==> src/rtl/image_ram_streamer_pkg.sv <==
// ---------------------------------------------------------------------------
// image_ram_streamer_pkg
// Constants shared by the image generator / streamer pair. The frame
// geometry, pixel width and RAM address width are the defaults for the
// streamer parameters. The stream FSM state type is also defined here.
// ---------------------------------------------------------------------------
package image_ram_streamer_pkg;

  localparam int unsigned IMAGE_WIDTH             = 320;
  localparam int unsigned IMAGE_HEIGHT            = 240;
  localparam int unsigned PIXEL_WIDTH             = 8;
  localparam int unsigned IMAGE_RAM_ADDRESS_WIDTH = 17;
  localparam int unsigned RAM_READ_LATENCY        = 1;

  // Mid-scale pixel level used by the generator side as its zero point.
  localparam logic [7:0]  DC_OFFSET               = 8'd128;

  typedef enum logic [1:0] {
    ST_IDLE   = 2'd0,
    ST_STREAM = 2'd1,
    ST_DRAIN  = 2'd2
  } stream_state_e;

  // Width of a counter that indexes 0..n-1. The result is never below 1.
  function automatic int unsigned idx_width(input int unsigned n);
    return (n > 1) ? $clog2(n) : 1;
  endfunction

endpackage

==> src/rtl/image_ram_streamer_fifo.sv <==
// ---------------------------------------------------------------------------
// pixel_stream_fifo
// Small circular FIFO that sits between the RAM read port and the pixel
// stream. Push and pop may happen in the same cycle. A pop on an empty FIFO
// is ignored. A push into a full FIFO is dropped unless a pop happens in the
// same cycle. Storage is cleared on reset, so the output data reads 0.
// Ports:
//   clk, rst_n     clock, asynchronous active-low reset
//   i_push         write i_push_data this cycle
//   i_push_data    data to store
//   i_pop          consume the head entry this cycle
//   o_pop_data     head entry (registered storage)
//   o_count        number of stored entries
//   o_empty        high when o_count == 0
// ---------------------------------------------------------------------------
module pixel_stream_fifo #(
  parameter int unsigned DEPTH = 2,
  parameter int unsigned WIDTH = 8
) (
  input  logic                         clk,
  input  logic                         rst_n,
  input  logic                         i_push,
  input  logic [WIDTH-1:0]             i_push_data,
  input  logic                         i_pop,
  output logic [WIDTH-1:0]             o_pop_data,
  output logic [$clog2(DEPTH+1)-1:0]   o_count,
  output logic                         o_empty
);

  localparam int unsigned CW = $clog2(DEPTH + 1);
  localparam int unsigned PW = (DEPTH > 1) ? $clog2(DEPTH) : 1;
  localparam logic [PW-1:0] PTR_LAST = PW'(DEPTH - 1);
  localparam logic [CW-1:0] COUNT_FULL = CW'(DEPTH);

  logic [WIDTH-1:0] r_mem [DEPTH];
  logic [PW-1:0]    r_wr_ptr;
  logic [PW-1:0]    r_rd_ptr;
  logic [CW-1:0]    r_count;
  logic             w_push;
  logic             w_pop;

  assign w_pop  = i_pop & (r_count != '0);
  assign w_push = i_push & ((r_count != COUNT_FULL) | w_pop);

  always_ff @(posedge clk or negedge rst_n) begin
    if (!rst_n) begin
      r_wr_ptr <= '0;
      r_rd_ptr <= '0;
      r_count  <= '0;
      for (int unsigned i = 0; i < DEPTH; i++) begin
        r_mem[i] <= '0;
      end
    end else begin
      if (w_push) begin
        r_mem[r_wr_ptr] <= i_push_data;
        r_wr_ptr        <= (r_wr_ptr == PTR_LAST) ? '0 : r_wr_ptr + 1'b1;
      end
      if (w_pop) begin
        r_rd_ptr <= (r_rd_ptr == PTR_LAST) ? '0 : r_rd_ptr + 1'b1;
      end
      case ({w_push, w_pop})
        2'b10:   r_count <= r_count + 1'b1;
        2'b01:   r_count <= r_count - 1'b1;
        default: r_count <= r_count;
      endcase
    end
  end

  assign o_pop_data = r_mem[r_rd_ptr];
  assign o_count    = r_count;
  assign o_empty    = (r_count == '0);

endmodule

==> src/rtl/image_ram_streamer.sv <==
// ---------------------------------------------------------------------------
// image_ram_streamer
// After a start pulse, reads one complete frame from image RAM in raster
// order. Each pixel is presented on a valid/ready stream. The reads are
// credit-limited, so every returning RAM word has a FIFO slot. Because of
// that, backpressure from the sink never drops or repeats a pixel.
// Ports:
//   clk, rst            clock, asynchronous active-low reset
//   start               one-cycle pulse: a frame is complete in RAM (only
//                       accepted in IDLE)
//   image_RAM_address   read address (0 whenever CE is low)
//   image_RAM_CE        read enable
//   image_RAM_WE        write enable, always 0
//   image_RAM_q         read data, valid RAM_READ_LATENCY cycles after CE
//   pixel_data/valid    output stream, transfer = valid & ready
//   pixel_ready         sink ready
//   pixel_eol           last pixel of a line (qualifies pixel_data)
//   pixel_last          last pixel of the frame (qualifies pixel_data)
//   busy                high while this block owns the RAM port
//   frame_done          one-cycle pulse after the final transfer
// ---------------------------------------------------------------------------
module image_ram_streamer #(
  parameter int unsigned IMAGE_WIDTH             = image_ram_streamer_pkg::IMAGE_WIDTH,
  parameter int unsigned IMAGE_HEIGHT            = image_ram_streamer_pkg::IMAGE_HEIGHT,
  parameter int unsigned PIXEL_WIDTH             = image_ram_streamer_pkg::PIXEL_WIDTH,
  parameter int unsigned IMAGE_RAM_ADDRESS_WIDTH = image_ram_streamer_pkg::IMAGE_RAM_ADDRESS_WIDTH,
  parameter int unsigned RAM_READ_LATENCY        = image_ram_streamer_pkg::RAM_READ_LATENCY
) (
  input  logic                               clk,
  input  logic                               rst,
  input  logic                               start,
  output logic [IMAGE_RAM_ADDRESS_WIDTH-1:0] image_RAM_address,
  output logic                               image_RAM_CE,
  output logic                               image_RAM_WE,
  input  logic [PIXEL_WIDTH-1:0]             image_RAM_q,
  output logic [PIXEL_WIDTH-1:0]             pixel_data,
  output logic                               pixel_valid,
  input  logic                               pixel_ready,
  output logic                               pixel_eol,
  output logic                               pixel_last,
  output logic                               busy,
  output logic                               frame_done
);

  import image_ram_streamer_pkg::*;

  localparam int unsigned FIFO_DEPTH   = RAM_READ_LATENCY + 1;
  localparam int unsigned CW           = $clog2(FIFO_DEPTH + 1);
  localparam int unsigned CRW          = CW + 1;
  localparam int unsigned AW           = IMAGE_RAM_ADDRESS_WIDTH;
  localparam int unsigned TOTAL_PIXELS = IMAGE_WIDTH * IMAGE_HEIGHT;
  localparam int unsigned COL_W        = idx_width(IMAGE_WIDTH);
  localparam int unsigned LINE_W       = idx_width(IMAGE_HEIGHT);

  localparam logic [AW-1:0]     ADDR_LAST  = AW'(TOTAL_PIXELS - 1);
  localparam logic [COL_W-1:0]  COL_LAST   = COL_W'(IMAGE_WIDTH - 1);
  localparam logic [LINE_W-1:0] LINE_LAST  = LINE_W'(IMAGE_HEIGHT - 1);
  localparam logic [CRW-1:0]    CREDIT_MAX = CRW'(FIFO_DEPTH);

  stream_state_e               r_state;
  logic [AW-1:0]               r_rd_addr;
  logic [RAM_READ_LATENCY-1:0] r_ce_pipe;
  logic [COL_W-1:0]            r_col;
  logic [LINE_W-1:0]           r_line;
  logic                        r_frame_done;

  logic [CW-1:0]               w_fifo_count;
  logic                        w_fifo_empty;
  logic [PIXEL_WIDTH-1:0]      w_fifo_data;
  logic [CW-1:0]               w_in_flight;
  logic [CRW-1:0]              w_credit_used;
  logic                        w_push;
  logic                        w_pop;
  logic                        w_ce;
  logic                        w_valid;
  logic                        w_eol;
  logic                        w_last;

  // Each bit of the pipe is one issued read still travelling through the
  // RAM. The oldest bit marks the cycle in which image_RAM_q holds that read.
  assign w_push = r_ce_pipe[RAM_READ_LATENCY-1];

  always_comb begin
    w_in_flight = '0;
    for (int unsigned i = 0; i < RAM_READ_LATENCY; i++) begin
      w_in_flight = w_in_flight + CW'(r_ce_pipe[i]);
    end
  end

  // The credit check also counts the entry that is being popped in this
  // cycle as free. Without that, the stream runs at only one pixel every
  // other cycle. The FIFO still cannot overflow, because the popped entry
  // leaves at the same edge.
  assign w_credit_used = {1'b0, w_fifo_count} + {1'b0, w_in_flight}
                       - {{CW{1'b0}}, w_pop};
  assign w_ce = (r_state == ST_STREAM) && (w_credit_used < CREDIT_MAX);

  assign w_valid = ~w_fifo_empty;
  assign w_pop   = w_valid & pixel_ready;
  assign w_eol   = w_valid & (r_col == COL_LAST);
  assign w_last  = w_eol & (r_line == LINE_LAST);

  always_ff @(posedge clk or negedge rst) begin
    if (!rst) begin
      r_ce_pipe <= '0;
    end else begin
      r_ce_pipe[0] <= w_ce;
      for (int unsigned i = 1; i < RAM_READ_LATENCY; i++) begin
        r_ce_pipe[i] <= r_ce_pipe[i-1];
      end
    end
  end

  always_ff @(posedge clk or negedge rst) begin
    if (!rst) begin
      r_state      <= ST_IDLE;
      r_rd_addr    <= '0;
      r_frame_done <= 1'b0;
    end else begin
      r_frame_done <= 1'b0;
      case (r_state)
        ST_IDLE: begin
          if (start) begin
            r_state   <= ST_STREAM;
            r_rd_addr <= '0;
          end
        end
        ST_STREAM: begin
          if (w_ce) begin
            r_rd_addr <= r_rd_addr + 1'b1;
            if (r_rd_addr == ADDR_LAST) begin
              r_state <= ST_DRAIN;
            end
          end
        end
        ST_DRAIN: begin
          if (w_pop && w_last) begin
            r_state      <= ST_IDLE;
            r_frame_done <= 1'b1;
          end
        end
        default: r_state <= ST_IDLE;
      endcase
    end
  end

  // The raster position follows transfers, not reads. It therefore stays
  // aligned with pixel_data even while the sink stalls.
  always_ff @(posedge clk or negedge rst) begin
    if (!rst) begin
      r_col  <= '0;
      r_line <= '0;
    end else if (r_state == ST_IDLE && start) begin
      r_col  <= '0;
      r_line <= '0;
    end else if (w_pop) begin
      if (r_col == COL_LAST) begin
        r_col  <= '0;
        r_line <= (r_line == LINE_LAST) ? '0 : r_line + 1'b1;
      end else begin
        r_col <= r_col + 1'b1;
      end
    end
  end

  pixel_stream_fifo #(
    .DEPTH (FIFO_DEPTH),
    .WIDTH (PIXEL_WIDTH)
  ) u_fifo (
    .clk         (clk),
    .rst_n       (rst),
    .i_push      (w_push),
    .i_push_data (image_RAM_q),
    .i_pop       (w_pop),
    .o_pop_data  (w_fifo_data),
    .o_count     (w_fifo_count),
    .o_empty     (w_fifo_empty)
  );

  assign image_RAM_CE      = w_ce;
  assign image_RAM_address = w_ce ? r_rd_addr : '0;
  assign image_RAM_WE      = 1'b0;
  assign pixel_data        = w_fifo_data;
  assign pixel_valid       = w_valid;
  assign pixel_eol         = w_eol;
  assign pixel_last        = w_last;
  assign busy              = (r_state != ST_IDLE);
  assign frame_done        = r_frame_done;

endmodule

==> config.mk <==
export PLATFORM = sky130hd
export DESIGN_NAME = image_ram_streamer
export DESIGN_NICKNAME = d
export VERILOG_FILES = /design/src/rtl/image_ram_streamer_pkg.sv /design/src/rtl/image_ram_streamer_fifo.sv /design/src/rtl/image_ram_streamer.sv
export SDC_FILE = /design/constraint.sdc
export NUM_CORES = 1
export LEC_CHECK = 0
export ABC_AREA = 1
export CORE_ASPECT_RATIO = 0.6
export CORE_MARGIN = 2
export CORE_UTILIZATION = 50
export DETAILED_ROUTE_END_ITERATION = 10
export PLACE_DENSITY = 0.73
export RECOVER_POWER = 50
export SLEW_MARGIN = 20
export SYNTH_ARGS = -nofsm -noshare
export SYNTH_HDL_FRONTEND = slang
export SYNTH_HIERARCHICAL = 1
export SYNTH_SLANG_ARGS = --single-unit
export TNS_END_PERCENT = 20
==> constraint.sdc <==
create_clock -name clk -period 5.3 [get_ports clk]
set_clock_uncertainty 0.05 [all_clocks]
set_input_delay 0.53 -clock clk [delete_from_list [all_inputs] [get_ports clk]]
set_output_delay 0.53 -clock clk [all_outputs]
set_load 0.03 [all_outputs]
==> impl_metrics.yaml <==
run_status:
  status: "finished, violations left"
  failed_checks: "design-rule violations, max-capacitance violations, max-slew violations"
place:
  hpwl_um: 5990
  numPortBuffers: 42
  place_ws_ns: 1.045
  place_congestion: 0.9299
  postPlaceCellArea_um2: 3986
global_routing:
  grt_start_max_net_pins: 59
  grt_pass1_vias: 3015
  antenna_found_initial: 0
  grt_pass1_wl_um: 14500
  track_usage: 0.2327
  overflow: 0
route:
  drc: 5
  via_per_inst: 5.329
  wl_um: 8450
  drt_pass1_iterations: 8
  final_antenna_net_count: 0
  drtIter0Drc: 303
  wl_per_cell_um: 13.63
  vias: 3304
timing:
  rsz0062_at_grt: "no"
  period_share: 0.8229
  finalHoldViolations: 0
  slew_headroom: -1.097
  hold_slack_ns: 0.4173
  setup_violations: 0
  drv_slew: 59
  tns_ns: 0
  period_needed_ns: 4.361
  tightest_slew_ns: 3.145
  max_freq_mhz: 229.3
  timing.final.ws_setup_ns: 0.9388
clock_network:
  clkLatencyLatePin_ns: 0.34
  cts_htree_levels: 3
  cts_root_buf: "clkbuf_16"
  cts_buffers: 9
  cts-hold-fix-buffers: 0
  clockBufferDepth: 2
  cts.sinks: 58
  ctsResizeCount: 0
  clk_pin_slew_ns: 0.05
  postCtsSetupBuffers: 0
  tritoncts: "done"
run:
  cap_violations: 1
critical_path:
  worstPathCellList: "nor2_1 > inv_1 > nand2_1 > inv_1 > ha_1 > inv_1 > nand2_1 > fa_1 > nand4_2 > nor2_1 > clkdlybuf4s50_1"
  critPathKind: "reg -> out"
  timing.rr.start: "u_fifo/o_count[1]"
  cpPeakStageDelay_ns: 0.71
  cp-end-kind: "output port"
  worst_path_most_repeated_cell: "inv_1"
  cp-startpoint: "u_fifo/o_count[1]"
  worstRegToRegCells: 13
  startpoint_type: "flip-flop"
  critical-path-slowest-cell: "clkdlybuf4s50_1"
  cp.required_ns: 4.72
  worstPathMaxFanout: 21
  worstPathArrival_ns: 3.78
floorplan:
  coreArea_um2: 6792
  die-area_um2: 7848
  die_x_um: 113.0
  start_util: 0.5252
  io_pins: 44
  die_h_um: 69.43
  core.rowCount: 23
power:
  finalPower_w: 0.002341
  p_per_area_nw_per_um2: 553.8
  ir_worst_vdd_mv: 0.3342
  leakage_nw: 2.059
yosys:
  ys_async_sr_fraction: 1.000
  synth_top_flop_cell: "dfrtp_1"
  synth-edff-count: 0
  synthesis.area_um2: 3567
  syn_nets: 506
  ys_types: 36
  yosys_warnings: 6
  syn_inst: 488
  yosysSeqAreaShare: 0.4069
  synth_seq_cells: 58
  synth.avg_cell_area_um2: 7.310
finish:
  area_growth_pct: 18.52
  stdcell_area_um2: 4228
  layout-drive-gt1-share: 0.06567
  diodes: 0
  fillers: 608
  finalNetCount: 546
hold_path:
  hold_depth: 2
  hp-start: "u_fifo/r_mem[10]"
  hold_path_class: "reg -> reg"
## synthesized netlist by cell type, types with 2 or more instances
master | count | area (µm²)
a21oi_1 | 8 | 40.04
buf_2 | 6 | 30.03
buf_4 | 3 | 22.52
buf_6 | 4 | 45.04
dfrtp_1 | 58 | 1451
ha_1 | 5 | 62.56
inv_1 | 58 | 217.7
inv_2 | 3 | 11.26
nand2_1 | 160 | 600.6
nand2_2 | 4 | 25.02
nand2_4 | 2 | 22.52
nand3_1 | 28 | 140.1
nand3_4 | 4 | 70.07
nand3b_1 | 2 | 15.01
nand4_1 | 40 | 250.2
nor2_1 | 52 | 195.2
nor2_4 | 2 | 22.52
nor3_1 | 4 | 20.02
o21ai_0 | 15 | 75.07
o21ai_1 | 10 | 50.05
o21ai_2 | 3 | 26.28
xor2_1 | 3 | 26.28
## worst max-delay path: cells and delay by family (launching register included)
family,cells,cell delay (ns)
adders and majority gates,2,0.85
buffers and inverters,4,1.00
DFF,1,0.48
and+or+nand+nor,5,1.13
## power breakdown
part / internal (W) / switching (W)
logic: 0.000358 / 0.000663
registers: 0.000590 / 0.000172
clock network: 0.000358 / 0.000201
## flip-flops by register name (all words and copies together), names as in the netlist, 2 cells and up
signal and flops:
r_rd_addr 17, r_col 9, u_fifo/o_count 2, r_line 8, r_state 2, u_fifo/r_mem 16
## area by class of cell
type | count | area (µm²) | share of cell area
clock inverters | 7 | 60.06 | 0.01421
flip-flops and latches | 58 | 1451 | 0.3433
multi-input cells | 353 | 1713 | 0.4051
clock buffers | 9 | 225.2 | 0.05327
repair buffers | 43 | 419.2 | 0.09914
inverters | 63 | 250.2 | 0.05919
well taps | 87 | 108.9 | 0.02575
## routing by layer
| layer | wire, µm | vias to the layer above | global-route usage | share of wire |
|---|---|---|---|---|
| li1 | - | 1653 | - | - |
| met1 | 4384 | 1544 | 0.3478 | 0.52 |
| met2 | 3364 | 100 | 0.3220 | 0.40 |
| met3 | 630 | 7 | 0.06993 | 0.075 |
| met4 | 71 | 0 | 0.07317 | 0.0084 |
| met5 | 0 | - | 0 | 0 |
## logic make-up (layout without fill, tap and decap cells)
family,after synthesis,after routing,synth area share
AOI/OAI and AO/OA,37,37,0.05542
xor gates and xnor gates,4,4,0.009823
adders and majority gates,6,6,0.02315
buffers and inverters,77,122,0.1017
DFF,58,58,0.4069
other,1,1,0.001051
and+or+nand+nor,305,305,0.4020
## final timing paths
kind	end	slack, ns
worst max-delay path	image_RAM_address[5]	0.94
worst min-delay path	u_fifo/r_mem[10]	0.42
worst max register to register	r_rd_addr[2]	1.53
worst min register to register	u_fifo/r_mem[10]	0.42
max in group asynchronous	u_fifo/r_rd_ptr	2.14
min in group asynchronous	r_col[8]	1.29
## metrics by stage
step,instances,util
floorplan,488,-
global placement,604,0.5870
detailed placement,604,0.5870
CTS,620,0.6290
global route,620,0.6225
finish,620,0.6225
## placed cells by master, fill, tap and decap left out, types with 3 or more instances in the layout
cell / n
nor3_1: 5
inv_2: 3
nand4_1: 40
a21oi_1: 8
o21ai_1: 7
nand3_1: 29
clkbuf_16: 9
dfrtp_1: 58
o21ai_0: 20
nand2_2: 4
ha_1: 5
clkinv_2: 6
nand3_4: 3
xor2_1: 3
nor2_1: 52
inv_1: 58
nand2_1: 162
clkdlybuf4s50_1: 40
(Power assumes the default switching activity.)
